**config.mk**
```make
export PLATFORM = sky130hd
export DESIGN_NAME = alu_cmd_sequencer
export DESIGN_NICKNAME = d
export VERILOG_FILES = /design/src/rtl/alu_cmd_sequencer.sv
export SDC_FILE = /design/constraint.sdc
export NUM_CORES = 1
export LEC_CHECK = 0
export BUFFER_PORTS_ARGS = -buffer_cell sky130_fd_sc_hd__buf_4
export CORE_ASPECT_RATIO = 0.5
export CORE_MARGIN = 2
export CORE_UTILIZATION = 51
export DETAILED_ROUTE_END_ITERATION = 8
export GPL_TIMING_DRIVEN = 0
export PLACE_DENSITY = 0.85
export SYNTH_ARGS = -nofsm -noshare
export SYNTH_HDL_FRONTEND = slang
export SYNTH_SLANG_ARGS = --single-unit
```
**constraint.sdc**
```tcl
create_clock -name clk -period 3.13 [get_ports clk]
set_clock_uncertainty 0.15 [all_clocks]
set_input_delay 0.626 -clock clk [delete_from_list [all_inputs] [get_ports clk]]
set_output_delay 0.626 -clock clk [all_outputs]
set_load 0.02 [all_outputs]
```
**src/rtl/alu_cmd_sequencer.sv**
```systemverilog
// alu_cmd_sequencer
//   Command front-end for the memory-mapped ALU block. Takes one request per
//   valid/ready handshake, programs A, B, OPERATION and EXECUTE over the bus,
//   waits for the ALU's registered result, samples it, clears EXECUTE and then
//   presents result plus status until the consumer takes it.
// Ports
//   clk, rst_n            clock, asynchronous active-low reset
//   req_valid/req_ready   request handshake; req_a, req_b, req_op payload
//   resp_valid/resp_ready response handshake; resp_result, resp_err, resp_dz
//   enable, rd_wr, addr,  bus master side towards the ALU register map
//   wr_data
//   res_out               ALU registered result
module alu_cmd_sequencer #(
  parameter int DATA_WIDTH  = 8,
  parameter int ADDR_WIDTH  = 2,
  parameter int RES_LATENCY = 2
) (
  input  logic                    clk,
  input  logic                    rst_n,
  input  logic                    req_valid,
  output logic                    req_ready,
  input  logic [DATA_WIDTH-1:0]   req_a,
  input  logic [DATA_WIDTH-1:0]   req_b,
  input  logic [2:0]              req_op,
  output logic                    resp_valid,
  input  logic                    resp_ready,
  output logic [2*DATA_WIDTH-1:0] resp_result,
  output logic                    resp_err,
  output logic                    resp_dz,
  output logic                    enable,
  output logic                    rd_wr,
  output logic [ADDR_WIDTH-1:0]   addr,
  output logic [DATA_WIDTH-1:0]   wr_data,
  input  logic [2*DATA_WIDTH-1:0] res_out
);

  localparam int CNT_W = (RES_LATENCY > 2) ? $clog2(RES_LATENCY) : 1;

  typedef enum logic [2:0] {
    IDLE, WR_A, WR_B, WR_OP, WR_EXEC, WAIT, CLR_EXEC, RESP
  } state_t;

  state_t                  state_q, state_d;
  logic [CNT_W-1:0]        cnt_q, cnt_d;
  logic [2*DATA_WIDTH-1:0] res_q, res_d;
  logic                    err_q, err_d;
  logic                    dz_q, dz_d;

  // Latched request payload; no reset needed, only read after a handshake.
  logic [DATA_WIDTH-1:0]   a_q, b_q;
  logic [2:0]              op_q;
  logic                    accept;

  assign accept = (state_q == IDLE) && req_valid;

  // State register
  always_ff @(posedge clk or negedge rst_n) begin
    if (!rst_n) begin
      state_q <= IDLE;
      cnt_q   <= '0;
      res_q   <= '0;
      err_q   <= 1'b0;
      dz_q    <= 1'b0;
    end else begin
      state_q <= state_d;
      cnt_q   <= cnt_d;
      res_q   <= res_d;
      err_q   <= err_d;
      dz_q    <= dz_d;
    end
  end

  always_ff @(posedge clk) begin
    if (accept) begin
      a_q  <= req_a;
      b_q  <= req_b;
      op_q <= req_op;
    end
  end

  // Next-state logic
  always_comb begin
    state_d = state_q;
    cnt_d   = cnt_q;
    res_d   = res_q;
    err_d   = err_q;
    dz_d    = dz_q;
    case (state_q)
      IDLE:     if (req_valid) state_d = WR_A;
      WR_A:     state_d = WR_B;
      WR_B:     state_d = WR_OP;
      WR_OP:    state_d = WR_EXEC;
      WR_EXEC: begin
        state_d = WAIT;
        cnt_d   = CNT_W'(RES_LATENCY - 1);
      end
      WAIT: begin
        if (cnt_q == '0) begin
          // Leaving edge is RES_LATENCY edges after the EXEC write committed.
          state_d = CLR_EXEC;
          res_d   = res_out;
          err_d   = (op_q > 3'd4);
          dz_d    = (op_q == 3'd4) && (b_q == '0);
        end else begin
          cnt_d = cnt_q - 1'b1;
        end
      end
      CLR_EXEC: state_d = RESP;
      RESP:     if (resp_ready) state_d = IDLE;
      default:  state_d = IDLE;
    endcase
  end

  // Output decode; bus defaults to the idle encoding
  always_comb begin
    enable  = 1'b0;
    rd_wr   = 1'b1;
    addr    = '0;
    wr_data = '0;
    case (state_q)
      WR_A: begin
        enable = 1'b1; rd_wr = 1'b0; addr = ADDR_WIDTH'(0); wr_data = a_q;
      end
      WR_B: begin
        enable = 1'b1; rd_wr = 1'b0; addr = ADDR_WIDTH'(1); wr_data = b_q;
      end
      WR_OP: begin
        enable = 1'b1; rd_wr = 1'b0; addr = ADDR_WIDTH'(2); wr_data = DATA_WIDTH'(op_q);
      end
      WR_EXEC: begin
        enable = 1'b1; rd_wr = 1'b0; addr = ADDR_WIDTH'(3); wr_data = DATA_WIDTH'(1);
      end
      CLR_EXEC: begin
        enable = 1'b1; rd_wr = 1'b0; addr = ADDR_WIDTH'(3); wr_data = '0;
      end
      default: ;
    endcase
  end

  // State decodes IDLE during reset, so ready is gated by rst_n explicitly.
  assign req_ready   = (state_q == IDLE) && rst_n;
  assign resp_valid  = (state_q == RESP);
  assign resp_result = res_q;
  assign resp_err    = err_q;
  assign resp_dz     = dz_q;

endmodule
```
==> flow_metrics.tcl <==
set metrics [dict create \
    run_status "complete, no violations" \
    ctsResizeCount 0 \
    grt_pass1_vias 1244 \
    cp_max_fo 10 \
    final_cell_count_no_fill 242 \
    rows 15 \
    synthAdderAreaFrac 0 \
    min_path_type "input pin to async pin" \
    overflow 0 \
    place_congestion 0.8230 \
    chipHeight_um 45.53 \
    grt_pass1_wl_um 5651 \
    io_pins 71 \
    synth_xor_area_frac 0 \
    synth_fp_nets 161 \
    grt_usage 0.1940 \
    leakagePower_nw 1.106 \
    clockBufferDepth 2 \
    port_buffers 70 \
    tightest_slew_ns 0.8223 \
    insertedDiodeCount 0 \
    n_fill_cell 238 \
    max_cap_viol_count 0 \
    critPathLaunch "state_q[1]" \
    peakVddDrop_mv 0.3370 \
    startpoint_type "flop" \
    synth_compound_area_frac 0.06330 \
    slew_violations 0 \
    rsz0062_at_grt "no" \
    seq_area_frac_synth 0.6373 \
    max-slew-margin-rel 0.4518 \
    ctsHtreeMaxLevel 2 \
    hold_viol 0 \
    ys_types 27 \
    cts_tree "built" \
    period_minus_slack_ns 2.433 \
    ys_ff_latch 41 \
    coreArea_mm2 0.003359 \
    first_pass_iters 4 \
    dp.cells 234 \
    fmax_mhz 411.0 \
    seqCellArea_mm2 0.001121 \
    path_cells "buf_4, nor2b_1, a22oi_1, nor2_1, buf_4" \
    drtIter0Drc 66 \
    path_class "flop to output pin" \
    die-width_um 87.06 \
    power_density_mw_per_mm2 984.2 \
    cp_slowest_cell "dfrtp_1" \
    syn_area_mm2 0.001759 \
    worst_path_largest_cell_delay_ns 0.45 \
    hpwlAfterDp_um 2756 \
    muxShareOfSynthArea 0.1735 \
    wirelength_um 3713 \
    via_count 1256 \
    grt_max_degree 24 \
    clkSinkCount 41 \
    start_util 0.5236 \
    end_kind "output pin" \
    design.final.nets 238 \
    finalSetupTns_ns 0 \
    drive_gt1_frac 0.5100 \
    antenna_found_initial 0 \
    syn_area_per_cell_um2 14.42 \
    multi_input_area_um2 571.8 \
    power_mw 2.389 \
    cp.required_ns 2.35 \
    area_growth_pct 37.98 \
    via_per_inst 5.190 \
    pre_cts_ws_ns 0.9700 \
    synthCells 122 \
    yosys_warnings 0 \
    layout_setup_ws_ns 0.6972 \
    cts_hold_buf 0 \
    r2r-start "state_q[1]" \
    finalSetupViolCount 0 \
    die_area_mm2 0.003964 \
    synth-simple-area-share 0.08819 \
    cp_common_cell "buf_4" \
    synth_top_family_by_area "multiplexers" \
    final_cell_area_mm2 0.002427 \
    ant_nets 0 \
    cts_made_buffers 5 \
    arrival_ns 1.66 \
    clockRootBuffer "clkbuf_8" \
    clk_pin_slew_ns 0.07 \
    routedWlPerCell_um 15.34 \
    fin_crit_sh 0.7773 \
    postCtsSetupRepairBufs 0 \
    worst_skew_pair.late_latency_ns 0.28 \
    drc 0 \
    postPlaceCellArea_mm2 0.002337 \
]
## stage by stage
step,util,hold slack [ns]
2_1_floorplan,-,0.1804
3_3_place_gp,0.6957,0.3437
3_5_place_dp,0.6957,0.3481
4_1_cts,0.7225,0.06950
5_1_grt,0.7225,0.06958
6_report,0.7225,0.06886
## critical path, delay by kind of cell (launching register included)
kind | cells | cell delay [ns]
compound gates | 1 | 0.12
simple gates | 2 | 0.44
flops | 1 | 0.45
buf+inv | 2 | 0.36
## flip-flops by register name (all words and copies together), names as in the netlist
name,cells
a_q,8
cnt_q,1
op_q,3
b_q,8
resp_dz,1
resp_err,1
resp_result,16
state_q,3
## layout by cell type, fill, tap and decap left out, types with 2 or more instances in the layout
cell / synthesis / final
a21oi_1: 3 / 3
a22oi_1: 7 / 7
and2_1: 2 / 2
buf_2: 2 / 2
buf_4: 1 / 71
buf_6: 2 / 2
clkbuf_1: 2 / 4
clkbuf_8: 0 / 6
dfrtp_1: 22 / 22
edfxtp_1: 19 / 19
inv_1: 5 / 5
mux2_2: 4 / 4
mux2_4: 16 / 16
mux2i_1: 2 / 2
nand2_1: 6 / 6
nor2_1: 11 / 11
nor2b_1: 3 / 3
nor3_1: 2 / 2
o21ai_0: 4 / 4
## area by class of cell
type,count,area share
buffer,7,0.01959
multi-input combinational,69,0.2356
tap,42,0.02165
sequential,41,0.4619
timing repair buffer,70,0.2165
clock buffer,8,0.03711
inverter,5,0.007732
## metal layers
metal | vias up | GRT usage | part of all wire
met4 | 0 | 0.04375 | 0.012
li1 | 589 | - | -
met3 | 7 | 0.06341 | 0.056
met1 | 615 | 0.2241 | 0.41
met2 | 45 | 0.3618 | 0.53
met5 | - | 0 | 0
## path summary, 6_finish.rpt
kind | end | slack [ns] | depth (start not counted)
worst min-delay path | resp_result[1] | 0.07 | 1
worst min register to register | resp_result[8] | 0.37 | 1
worst max register to register | b_q[5] | 0.99 | 3
worst max-delay path | wr_data[4] | 0.70 | 5
max in group asynchronous | resp_result[4] | 2.54 | 1
min in group clk | a_q[5] | 0.36 | 1
## power by group
group | internal, mW | total [mW] | switching [mW]
clock | 0.180 | 0.347 | 0.168
combinational | 0.615 | 1.21 | 0.598
sequential | 0.726 | 0.829 | 0.103
## synthesized netlist by cell type
cell / n / area share
dfrtp_1: 22 / 0.31
edfxtp_1: 19 / 0.32
mux2_4: 16 / 0.14
nor2_1: 11 / 0.023
a22oi_1: 7 / 0.030
nand2_1: 6 / 0.013
inv_1: 5 / 0.011
mux2_2: 4 / 0.026
o21ai_0: 4 / 0.011
a21oi_1: 3 / 0.0085
nor2b_1: 3 / 0.011
and2_1: 2 / 0.0071
buf_2: 2 / 0.0057
buf_6: 2 / 0.013
clkbuf_1: 2 / 0.0043
mux2i_1: 2 / 0.011
nor3_1: 2 / 0.0057
a21o_1: 1 / 0.0043
a2bb2oi_1: 1 / 0.0050
and3_1: 1 / 0.0036
and4bb_4: 1 / 0.0092
buf_4: 1 / 0.0043
nand2b_1: 1 / 0.0036
nand4_1: 1 / 0.0036
nor4_1: 1 / 0.0036
nor4b_1: 1 / 0.0050
o211ai_1: 1 / 0.0043
## cell families (layout without fill, tap and decap cells)
| group | count (synthesis) | in the layout |
|---|---|---|
| AO/OA/AOI/OAI | 17 | 17 |
| buffers and inverters | 12 | 90 |
| flip-flops | 41 | 41 |
| multiplexers | 22 | 22 |
| AND/OR/NAND/NOR | 30 | 30 |
(Power assumes the default switching activity.)
